==> config.mk <==
export PLATFORM = sky130hd
export DESIGN_NAME = if_fetch_unit
export DESIGN_NICKNAME = d
export VERILOG_FILES = /design/src/rtl/if_fetch_unit_pkg.sv /design/src/rtl/if_fetch_unit.sv
export SDC_FILE = /design/constraint.sdc
export NUM_CORES = 1
export LEC_CHECK = 0
export CORE_MARGIN = 3
export CORE_UTILIZATION = 36
export CTS_CLUSTER_DIAMETER = 150
export DETAILED_ROUTE_END_ITERATION = 6
export GPL_TIMING_DRIVEN = 0
export PLACE_DENSITY_LB_ADDON = 0.08
export SKIP_CTS_REPAIR_TIMING = 1
export SLEW_MARGIN = 30
export SYNTH_ARGS = -nofsm -noshare
export SYNTH_HDL_FRONTEND = slang
export SYNTH_SLANG_ARGS = --single-unit
==> constraint.sdc <==
create_clock -name clk -period 3.08 [get_ports clk]
set_input_delay 0.77 -clock clk [delete_from_list [all_inputs] [get_ports clk]]
set_output_delay 0.77 -clock clk [all_outputs]
set_load 0.01 [all_outputs]
==> src/rtl/if_fetch_unit_pkg.sv <==
// Shared RV32 pipeline constants: word width, canonical NOP, boot address and fetch FSM encoding.
package if_fetch_unit_pkg;

  localparam int XLEN = 32;

  localparam logic [XLEN-1:0] NOP_INSTR        = 32'h0000_0013;
  localparam logic [XLEN-1:0] DEFAULT_RESET_PC = 32'h0000_0000;
  localparam logic [XLEN-1:0] PC_STEP          = 32'd4;

  typedef enum logic {
    BOOT = 1'b0,
    RUN  = 1'b1
  } fetch_state_t;

  // Instruction addresses are word aligned; low bits of a redirect are dropped, never faulted.
  function automatic logic [XLEN-1:0] align_pc(input logic [XLEN-1:0] addr);
    return {addr[XLEN-1:2], 2'b00};
  endfunction

endpackage

==> src/rtl/if_fetch_unit.sv <==
// IF stage: drives imem address, pairs the returned word with its PC; one instruction per cycle,
// output valid one edge after the address is issued; stall re-reads the same word, redirect squashes one cycle.
module if_fetch_unit
  import if_fetch_unit_pkg::*;
#(
  parameter logic [XLEN-1:0] RESET_PC = DEFAULT_RESET_PC
) (
  input  logic            clk,
  input  logic            rst,
  output logic [XLEN-1:0] imem_pc,
  input  logic [XLEN-1:0] imem_instr,
  input  logic            stall,
  input  logic            branch_taken,
  input  logic [XLEN-1:0] branch_target,
  output logic [XLEN-1:0] if_pc,
  output logic [XLEN-1:0] if_instr,
  output logic            if_valid,
  output logic [XLEN-1:0] fetch_count
);

  fetch_state_t    state;
  logic [XLEN-1:0] req_pc;
  logic            resp_valid;

  // Next address presented to memory; branch beats stall so a stalled wrong-path word is dropped.
  always_comb begin
    imem_pc  = RESET_PC;
    if_valid = 1'b0;
    if (state == RUN) begin
      if_valid = resp_valid & ~branch_taken;
      if (branch_taken) begin
        imem_pc = align_pc(branch_target);
      end else if (stall) begin
        imem_pc = req_pc;
      end else begin
        imem_pc = req_pc + PC_STEP;
      end
    end
  end

  assign if_pc    = req_pc;
  assign if_instr = if_valid ? imem_instr : NOP_INSTR;

  always_ff @(posedge clk) begin
    if (rst) begin
      state       <= BOOT;
      req_pc      <= RESET_PC;
      resp_valid  <= 1'b0;
      fetch_count <= '0;
    end else begin
      case (state)
        BOOT: begin
          req_pc     <= RESET_PC;
          resp_valid <= 1'b1;
          state      <= RUN;
        end
        default: begin
          req_pc     <= imem_pc;
          resp_valid <= 1'b1;
        end
      endcase
      if (if_valid && !stall) begin
        fetch_count <= fetch_count + 32'd1;
      end
    end
  end

endmodule
==> impl_metrics.json, run 1 <==
{
  "place_congestion": 0.892,
  "grt_use_total": 0.229,
  "antenna_left": 0,
  "grt_pass1_vias": 4284,
  "routedWlPerCell_um": 16.4,
  "yosysWarnings": 0,
  "finish.utilization": 0.651,
  "status": "finished with violations",
  "p_leak_nw": 2.79,
  "end_kind": "primary output",
  "final_common_cell": "clkdlybuf4s50_1",
  "drt_first_iter_violations": 200,
  "seq_area_sq_mm": 0.00132,
  "nFillCells": 891,
  "seq_area_frac_synth": 0.341,
  "vias_per_cell": 5.19,
  "ys_ff_latch": 65,
  "multi_input_area_sq_mm": 0.00253,
  "arrival_ns": 2.44,
  "layout-drive-gt1-share": 0.164,
  "drc": 0,
  "cts_sinks": 65,
  "place_inst": 809,
  "pre_cts_slack_ns": -1.36,
  "drtPass1Iterations": 5,
  "start_util": 0.380,
  "cts_tree": "done",
  "rsz0062_at_grt": "true",
  "drt-total-wl_um": 13900,
  "crit_fanout": 7,
  "syn_area_per_cell_sq_um": 7.88,
  "setup_viol": 8,
  "vias": 4396,
  "path_clk_slew_ns": 0.07,
  "synth_nets": 554,
  "finalCriticalPeriod_ns": 3.21,
  "grt_overflow": 0,
  "holdWs_ns": 0.512,
  "postSynth.asyncResetShare": 0,
  "syn_area_sq_mm": 0.00381,
  "antenna_found_initial": 0,
  "worst_ep_required_time_ns": 2.31,
  "path_class": "in2out",
  "fin_crit_sh": 1.04,
  "htree_levels": 3,
  "synth_edf_count": 0,
  "worst_slew_pin_slew_ns": 0.616,
  "die_area_sq_mm": 0.0119,
  "n_antenna_cell": 0,
  "io_buffers": 192,
  "power_density_mw_per_mm2": 310,
  "fin_ws_ns": -0.127,
  "holdCritPathClass": "reg2reg",
  "cts_buffer_depth": 2,
  "violations": "negative setup slack",
  "clk_latency_ns": 0.34,
  "fmax_ghz": 0.312,
  "drv_cap": 0,
  "die_w_um": 109,
  "rows": 36,
  "postSynthCellCount": 484,
  "fin_skew_ns": 0.00755,
  "hpwl_um": 10500,
  "slew-limit-headroom": 0.589,
  "synthFlopType": "dfxtp_1",
  "layout_common_cells": "161 x clkdlybuf4s50_1, 56 x dfxtp_1, 55 x nor2_1",
  "grt_max_degree": 13,
  "die_h_um": 109,
  "nNetsFinal": 779,
  "synthToLayoutAreaGrowth_pct": 71.6,
  "io_pins": 197,
  "start_kind": "input port",
  "stdcell_area_sq_mm": 0.00654,
  "instances_no_fill": 847,
  "ys_types": 50,
  "slew_violations": 0,
  "root_buffer": "clkbuf_8",
  "core_sq_mm": 0.0100,
  "grt_pass1_wl_um": 21500,
  "cts_buffers": 9,
  "final_hold_viol_count": 0,
  "ir_drop_uv": 228,
  "placed_area_sq_mm": 0.00591
}
[cell families (layout without fill, tap and decap cells)]
| group | count (synthesis) | count (layout) | share of synthesized area |
|---|---|---|---|
| mux | 7 | 7 | 0.0190 |
| fa+ha+maj | 2 | 2 | 0.00656 |
| simple gates | 285 | 285 | 0.424 |
| flops | 65 | 65 | 0.341 |
| compound gates | 50 | 50 | 0.0846 |
| buf+inv | 39 | 269 | 0.0420 |
| xor+xnor | 36 | 36 | 0.0827 |
[final cells by class]
type                    count  area share
plain buffers              28      0.0308
clock buffers              10      0.0210
clock inverters             6      0.0101
inverters                  11     0.00631
multi-input cells         380       0.387
flip-flops and latches     65       0.202
well taps                 133      0.0254
repair buffers            214       0.318
[worst max-delay path: stages]
cell and delay [ns]:
buf_12 0.11, nand4b_4 0.22, nor4_4 0.35, buf_4 0.19, buf_6 0.10, nand2b_1 0.05
a221o_1 0.34, and3_4 0.19, buf_6 0.11
[report_power, final]
part / total [mW] / internal, mW / switching, mW / leakage [nW]
Clock: 0.759 / 0.397 / 0.362 / 0.0949
Sequential: 0.881 / 0.855 / 0.0262 / 0.532
Combinational: 0.386 / 0.223 / 0.163 / 2.16
Total: 2.03 / 1.48 / 0.551 / 2.79
[flip-flops by register name (all words and copies together), names as in the netlist]
signal       flops
resp_valid       1
fetch_count     32
if_pc           32
[per-stage QoR]
step / setup TNS [ns] / power [mW]
after floorplan: 0 / 1.04
after global placement: -50.88 / 1.27
after detailed placement: -51.03 / 1.27
after CTS: -52.64 / 2.03
after global routing: -1.72 / 2.10
final: -0.428 / 2.03
[routing by layer]
| metal | routed length [um] | vias up | GRT usage |
|---|---|---|---|
| met5 | 0 | - | 0 |
| met4 | 122 | 0 | 0.0577 |
| li1 | - | 2138 | - |
| met1 | 5800 | 2099 | 0.276 |
| met3 | 900 | 9 | 0.0586 |
| met2 | 7050 | 150 | 0.404 |
[synth_stat cells (2+ instances only)]
cell type / count / area [sq um]
mux2i_1: 5 / 50.1
xnor2_1: 20 / 175
buf_2: 5 / 25.0
nand3_1: 25 / 125
a21boi_0: 2 / 15.0
a31oi_1: 2 / 12.5
nor3_1: 24 / 120
inv_1: 11 / 41.3
and4_1: 6 / 52.6
o31ai_1: 2 / 15.0
o211a_1: 2 / 20.0
nand2b_1: 11 / 68.8
a21oi_1: 15 / 75.1
ha_1: 2 / 25.0
and2_1: 40 / 250
or4_4: 2 / 22.5
nor2b_1: 14 / 87.6
xor2_1: 16 / 140
nor4_1: 7 / 43.8
nand2_1: 27 / 101
and3_1: 21 / 131
clkbuf_1: 22 / 82.6
o21ai_0: 14 / 70.1
nor3b_1: 11 / 82.6
a221o_1: 3 / 30.0
a31o_1: 2 / 17.5
o21a_1: 2 / 15.0
dfxtp_1: 65 / 1300
nor2_1: 57 / 214
or3_1: 10 / 62.6
nand4_1: 20 / 125
[worst paths after layout]
path | slack [ns] | cells past startpoint | endpoint | startpoint
worst max-delay path | -0.13 | 9 | imem_pc[23] | stall
worst min-delay path | 0.51 | 1 | if_pc[0] | if_pc[0]
worst max register to register | 0.93 | 8 | fetch_count[23] | resp_valid
worst min register to register | 0.51 | 1 | if_pc[0] | if_pc[0]
No activity file was read; power rests on OpenSTA's default activity.
==> run 2, diff against run 1 <==
--- a/config.mk
+++ b/config.mk
@@ -5,8 +5,9 @@
 export SDC_FILE = /design/constraint.sdc
 export NUM_CORES = 1
 export LEC_CHECK = 0
+export ABC_AREA = 1
 export CORE_MARGIN = 3
-export CORE_UTILIZATION = 36
+export CORE_UTILIZATION = 39
 export CTS_CLUSTER_DIAMETER = 150
 export DETAILED_ROUTE_END_ITERATION = 6
 export GPL_TIMING_DRIVEN = 0
==> impl_metrics.json, run 2 <==
{
  "status": "finished with violations",
  "violations": "negative setup slack",
  "rows": 38,
  "pre_cts_slack_ns": -0.748,
  "ys_ff_latch": 65,
  "place_inst": 1103,
  "seq_area_frac_synth": 0.296,
  "yosysWarnings": 0,
  "rsz0062_at_grt": "true",
  "vias": 5283,
  "seq_area_sq_mm": 0.00132,
  "fin_crit_sh": 1.05,
  "synthToLayoutAreaGrowth_pct": 61.1,
  "die_w_um": 112,
  "drtPass1Iterations": 5,
  "antenna_left": 0,
  "root_buffer": "clkbuf_16",
  "start_kind": "input port",
  "vias_per_cell": 4.68,
  "layout_common_cells": "202 x nand2_1, 174 x clkdlybuf4s50_1, 163 x nor2_1",
  "slew_violations": 0,
  "ir_drop_uv": 433,
  "arrival_ns": 2.46,
  "drv_cap": 0,
  "place_congestion": 0.922,
  "cts_buffers": 9,
  "antenna_found_initial": 0,
  "die_h_um": 112,
  "htree_levels": 3,
  "syn_area_per_cell_sq_um": 5.70,
  "n_antenna_cell": 0,
  "nNetsFinal": 1053,
  "start_util": 0.401,
  "worst_ep_required_time_ns": 2.31,
  "postSynthCellCount": 770,
  "postSynth.asyncResetShare": 0,
  "fin_ws_ns": -0.154,
  "grt_use_total": 0.243,
  "ys_types": 30,
  "end_kind": "primary output",
  "fin_skew_ns": 0.00788,
  "p_leak_nw": 3.11,
  "worst_slew_pin_slew_ns": 0.621,
  "grt_max_degree": 13,
  "synth.most_common_cell": "nand2_1",
  "placed_area_sq_mm": 0.00650,
  "yosysTopAreaCellShare": 0.296,
  "setup_viol": 7,
  "core_sq_mm": 0.0109,
  "drt-total-wl_um": 15500,
  "synthFlopType": "dfxtp_1",
  "cts_tree": "done",
  "holdCritPathClass": "reg2reg",
  "final_hold_viol_count": 0,
  "slew-limit-headroom": 0.586,
  "clk_latency_ns": 0.34,
  "cts_sinks": 65,
  "hpwl_um": 11900,
  "layout-drive-gt1-share": 0.102,
  "routedWlPerCell_um": 13.7,
  "synth_area_leaders": "dfxtp_1 30%, nand2_1 17%, nor2_1 15%, inv_1 11%, nand3_1 6.6%",
  "drc": 0,
  "path_class": "in2out",
  "multi_input_area_sq_mm": 0.00260,
  "grt_overflow": 0,
  "syn_area_sq_mm": 0.00439,
  "fmax_ghz": 0.309,
  "synth_common_cells": "204 x nand2_1, 171 x nor2_1, 127 x inv_1",
  "path_clk_slew_ns": 0.06,
  "instances_no_fill": 1128,
  "stdcell_area_sq_mm": 0.00707,
  "drt_first_iter_violations": 315,
  "synth_nets": 840,
  "die_area_sq_mm": 0.0126,
  "crit_fanout": 6,
  "nFillCells": 1058,
  "grt_pass1_wl_um": 24700,
  "final_common_cell": "nand2_1",
  "synth_edf_count": 0,
  "io_buffers": 193,
  "power_density_mw_per_mm2": 356,
  "cts_buffer_depth": 2,
  "finalCriticalPeriod_ns": 3.23,
  "synth_top_area_cell": "dfxtp_1",
  "grt_pass1_vias": 4892,
  "io_pins": 197
}
==> run 2: cell count changes after synthesis, moves of 11 or more <==
cell / previous run / this run
nor2_1: 57 / 171
inv_1: 11 / 127
nand2_1: 27 / 204
and2_1: 40 / 1
nor3_1: 24 / 8
nand2b_1: 11 / 0
and3_1: 21 / 0
nor2b_1: 14 / 0
nand3_1: 25 / 58
xnor2_1: 20 / 4
==> run 2: logic make-up after synthesis <==
logic type | Yosys count | synth area share
XOR/XNOR | 10 | 0.0200
AND/OR/NAND/NOR | 497 | 0.492
AO/OA/AOI/OAI | 46 | 0.0542
adder cells (fa/ha/maj) | 2 | 0.00570
buffers and inverters | 150 | 0.131
flip-flops | 65 | 0.296
==> run 2: stage by stage <==
stage | util | hold slack, ns | power, mW | TNS (ns)
after floorplan | - | 0.483 | 1.06 | 0
after global placement | 0.594 | 0.457 | 1.30 | -33.24
after detailed placement | 0.594 | 0.459 | 1.30 | -33.33
after CTS | 0.626 | 0.467 | 2.53 | -33.88
after global routing | 0.647 | 0.494 | 2.61 | -2.37
final | 0.647 | 0.464 | 2.52 | -0.493
==> run 2: final timing paths <==
| path | from | endpoint | slack (ns) | depth (start not counted) |
|---|---|---|---|---|
| min reg2reg | if_pc[0] | if_pc[0] | 0.46 | 2 |
| min | if_pc[0] | if_pc[0] | 0.46 | 2 |
| max | stall | imem_pc[23] | -0.15 | 11 |
| max reg2reg | if_pc[3] | if_pc[24] | 1.36 | 11 |
==> run 2: area by class of cell <==
type | instances | share of cell area
Clock inverter | 6 | 0.0163
Buffer | 20 | 0.0143
Timing Repair Buffer | 202 | 0.287
Clock buffer | 10 | 0.0338
Sequential cell | 65 | 0.186
Inverter | 130 | 0.0694
Multi-Input combinational cell | 555 | 0.368
Tap cell | 140 | 0.0248
==> run 2: power breakdown <==
group	internal [mW]	switching, mW	total (mW)
Sequential	0.859	0.0222	0.881
Clock	0.815	0.414	1.23
Combinational	0.220	0.185	0.405
Total	1.89	0.620	2.52
==> run 2: metal layers <==
layer  GRT usage  vias up  wire (um)
li1            -     2766          -
met1       0.305     2332       6630
met2       0.414      159       7600
met3      0.0491       26        883
met4      0.0913        0        360
met5           0        -          0
==> run 2: worst max-delay path: stages <==
cell and delay (ns):
buf_2 0.15, inv_4 0.09, nand2_1 0.08, nor2_4 0.22, nand3_4 0.15, nor2_4 0.14
nand3_1 0.09, nand3_1 0.11, nand2_1 0.08, inv_1 0.05, clkdlybuf4s50_1 0.53
==> run 3, diff against run 2 <==
--- a/config.mk
+++ b/config.mk
@@ -8,10 +8,11 @@
 export ABC_AREA = 1
 export CORE_MARGIN = 3
 export CORE_UTILIZATION = 39
+export CTS_BUF_LIST = sky130_fd_sc_hd__clkbuf_8
 export CTS_CLUSTER_DIAMETER = 150
 export DETAILED_ROUTE_END_ITERATION = 6
 export GPL_TIMING_DRIVEN = 0
-export PLACE_DENSITY_LB_ADDON = 0.08
+export PLACE_DENSITY_LB_ADDON = 0.2
 export SKIP_CTS_REPAIR_TIMING = 1
 export SLEW_MARGIN = 30
 export SYNTH_ARGS = -nofsm -noshare
==> impl_metrics.json, run 3 (same netlist as run 2, synthesis figures left out) <==
{
  "rsz0062_at_grt": "true",
  "final_hold_viol_count": 0,
  "clk_latency_ns": 0.36,
  "start_util": 0.401,
  "rr_worst_depth": 10,
  "holdPathEnd": "if_pc[0]",
  "cts_buffer_depth": 2,
  "die_area_sq_mm": 0.0126,
  "instances_no_fill": 1128,
  "slew_violations": 0,
  "drv_cap": 0,
  "drtPass1Iterations": 6,
  "worst_slew_pin_slew_ns": 0.622,
  "fin_ws_ns": -0.168,
  "fin_crit_sh": 1.05,
  "drt_first_iter_violations": 304,
  "slew-limit-headroom": 0.585,
  "fin_total_pwr_mw": 2.09,
  "path_class": "in2out",
  "layout-drive-gt1-share": 0.102,
  "synthToLayoutAreaGrowth_pct": 58.7,
  "critPathMaxStageDelay_ns": 0.48,
  "fmax_ghz": 0.308,
  "r2r_start": "if_pc[2]",
  "stdcell_area_sq_mm": 0.00697,
  "rr_endpoint": "if_pc[16]",
  "ir_drop_uv": 251,
  "finalCriticalPeriod_ns": 3.25,
  "status": "finished with violations",
  "critPathTopFamily": "simple AND/OR/NAND/NOR gates",
  "rows": 38,
  "crit_chain": "buf_2, inv_4, nand2_1, nor2_4, nand3_2, nor2_2, nand2_1, nand2_1, nand3_1, nand2_1, inv_1, clkdlybuf4s50_1",
  "core_sq_mm": 0.0109,
  "routedWlPerCell_um": 13.4,
  "start_kind": "input port",
  "layout_common_cells": "202 x nand2_1, 165 x clkdlybuf4s50_1, 163 x nor2_1",
  "min_from": "if_pc[0]",
  "cts_sinks": 65,
  "holdWs_ns": 0.475,
  "slowest_stage": "clkdlybuf4s50_1",
  "grt_pass1_vias": 4778,
  "place_congestion": 0.912,
  "worst_ep_required_time_ns": 2.31,
  "path_clk_slew_ns": 0.07,
  "violations": "negative setup slack",
  "antenna_left": 0,
  "grt_pass1_wl_um": 23900,
  "cts_tree": "done",
  "place_inst": 1103,
  "grt_use_total": 0.232,
  "grt_max_degree": 12,
  "hpwl_um": 11600,
  "placed_area_sq_mm": 0.00650,
  "power_density_mw_per_mm2": 300,
  "end_kind": "primary output",
  "holdCritPathClass": "reg2reg",
  "antenna_found_initial": 0,
  "crit_fanout": 6,
  "grt_overflow": 0,
  "io_buffers": 193,
  "n_antenna_cell": 0,
  "path_buf_inv": 4,
  "cp_common_cell": "nand2_1",
  "nFillCells": 1057,
  "die_h_um": 112,
  "hold-path-cell-count": 2,
  "die_w_um": 112,
  "setup_viol": 3,
  "vias": 5262,
  "htree_levels": 3,
  "vias_per_cell": 4.66,
  "fin_skew_ns": 0.0115,
  "io_pins": 197,
  "final_common_cell": "nand2_1",
  "root_buffer": "clkbuf_8",
  "nNetsFinal": 1053,
  "drt-total-wl_um": 15100,
  "drc": 0,
  "r2r_slack_ns": 1.40,
  "arrival_ns": 2.48,
  "cts_buffers": 9,
  "p_leak_nw": 3.21
}
==> run 3: final cells by class <==
cell class / instances / area [sq um] / area share
multi-input cells: 555 / 2610 / 0.374
repair buffers: 202 / 2050 / 0.295
flip-flops and latches: 65 / 1320 / 0.189
inverters: 130 / 493 / 0.0708
well taps: 140 / 175 / 0.0251
clock buffers: 9 / 124 / 0.0178
plain buffers: 20 / 108 / 0.0154
clock inverters: 7 / 87.6 / 0.0126
==> run 3: power by group <==
part / leakage [nW] / internal [mW] / switching (mW)
Sequential: 0.533 / 0.858 / 0.0216
Combinational: 2.57 / 0.218 / 0.184
Clock: 0.108 / 0.448 / 0.361
Total: 3.21 / 1.52 / 0.567
==> run 3: per-layer routing <==
| layer | up-vias | global-route usage | part of all wire |
|---|---|---|---|
| li1 | 2767 | - | - |
| met4 | 0 | 0.0777 | 0.023 |
| met2 | 177 | 0.379 | 0.47 |
| met5 | - | 0 | 0 |
| met3 | 24 | 0.0442 | 0.056 |
| met1 | 2294 | 0.309 | 0.45 |
==> run 3: worst max path at each step <==
stage,start,to,cells after the start
6_report,stall,imem_pc[23],12
5_1_grt,stall,imem_pc[11],10
4_1_cts,stall,imem_pc[23],12
3_5_place_dp,stall,imem_pc[23],12
3_3_place_gp,stall,imem_pc[23],12
2_1_floorplan,stall,imem_pc[23],10
==> run 3: metrics by stage <==
stage	util	worst slack [ns]	TNS, ns
final	0.637	-0.168	-0.325
after global routing	0.637	-0.278	-0.771
after CTS	0.613	-0.756	-33.61
after detailed placement	0.594	-0.749	-32.99
after global placement	0.594	-0.733	-32.64
after floorplan	-	0.619	0
==> run 3: worst reg2reg max path, stage by stage, from the launching register on <==
cell and delay, ns:
dfxtp_2 0.38, ha_2 0.21, nand3_2 0.13, nor2_4 0.22, inv_1 0.10, nor2_4 0.15, buf_4 0.12, nand2_1 0.04
nand3_1 0.06, nand3_1 0.08, nor2_1 0.11
==> patch, RTL diff (settings of run 2) <==
The package constant `XLEN` goes from 32 to 48.
--- a/src/rtl/if_fetch_unit_pkg.sv
+++ b/src/rtl/if_fetch_unit_pkg.sv
@@ -3,3 +3,3 @@
 
-  localparam int XLEN = 32;
+  localparam int XLEN = 48;
 
Ports: changed (6 resized); port bits go from 197 to 293. No check against the original RTL was run, so the function may have changed too.
==> patch against run 2 <==
The flow still finishes with violations (negative setup slack); clock power shrank 4%; largest cell class unchanged; area after synthesis grew 51%; design area grew 53%; largest power group is now registers; worst setup slack gained 0.026 ns; non-clock buffer count grew 124; sequential cell count grew 32; total power grew 23%; wire length grew 68%; critical endpoint is now imem_pc[35].
==> patch: results <==
[global_routing]
antenna_found_initial = 2
grt_pass1_wl_mm = 38.2
grt_pass1_vias = 7406
grt_max_degree = 16

[worst_setup_path]
cp-endpoint = "imem_pc[35]"
reg2reg_depth = 11
rr_startpoint = "fetch_count[0]"
cp_data_arrival_time_ns = 2.44
rrSetupSlack_ns = 1.06
crit_path_start = "if_pc[26]"
worst_r2r_endpoint = "fetch_count[36]"

[timing]
skew_ns = 0.00509
setup_viol = 2
fin_ws_ns = -0.129
tightest_slew_ns = 0.703
setup_tns_ns = -0.144

[outcome]
violations = "negative setup slack"
status = "complete, but fails checks"

[power_and_ir_drop]
p_seq_w = 0.00131
p_int_w = 0.00227
p_clk_w = 0.00118
power.leakage_nw = 5.03
ir_drop_v = 0.000303

[final_layout]
regArea_sq_um = 1990
clock_area_share_pct = 2.85
clockBufferCount = 12
drive_gt1_share_pct = 12.4
nonClkBufAreaFrac_pct = 31.1
multi_input_area_share_pct = 38.0
fillCellCount = 1585
buffers = 346
inv_count = 203
num-multi-input-gates = 841
nNetsFinal = 1600

[route]
drtIter0Drc = 573
routed_via_density = 4.84
wire_per_inst_um = 15.1

[clocking]
clkLatencyLatePin_ns = 0.35
cts.htree.levels = 3

[logic_synthesis]
seq_area_frac_synth_pct = 29.3
synthTopCellsByArea = "dfxtp_1 (29%), nand2_1 (17%), nor2_1 (15%)"
synth_xor_area_share_pct = 1.85
syn_nets = 1273
synth-compound-area-share_pct = 4.62
synth_cell_types = 39
synthTopCellsByCount = "nand2_1 (302), nor2_1 (261), inv_1 (201), dfxtp_1 (97), nand3_1 (94)"

[placed_design]
place_congestion = 0.946
dpl.hpwl_mm = 20.2
dpl_worst_slack_ns = -0.578
port_buffers = 287

[worst_hold_path]
worstHoldPathCells = 2
## patch: metrics by stage
step / power, W / hold WS [ns] / area (sq um) / cells
finish: 0.00310 / 0.463 / 10800 / 1723
global route: 0.00323 / 0.502 / 10800 / 1723
CTS: 0.00311 / 0.465 / 10100 / 1694
detailed placement: 0.00194 / 0.455 / 9780 / 1678
global placement: 0.00194 / 0.447 / 9780 / 1678
floorplan: 0.00157 / 0.483 / 6630 / 1171
## patch: worst max-delay path, delay by kind of cell, from the launching register on
kind / cells / cell delay (ns)
AND/OR/NAND/NOR: 8 / 0.98
buffers and inverters: 3 / 0.67
flip-flops: 1 / 0.42
## patch: metal layers
| layer | vias up | routed length [um] | global-route usage [%] |
|---|---|---|---|
| li1 | 4234 | - | - |
| met1 | 3742 | 10300 | 32.2 |
| met2 | 302 | 13200 | 46.9 |
| met3 | 58 | 1710 | 4.07 |
| met4 | 4 | 702 | 7.89 |
| met5 | - | 27 | 0 |
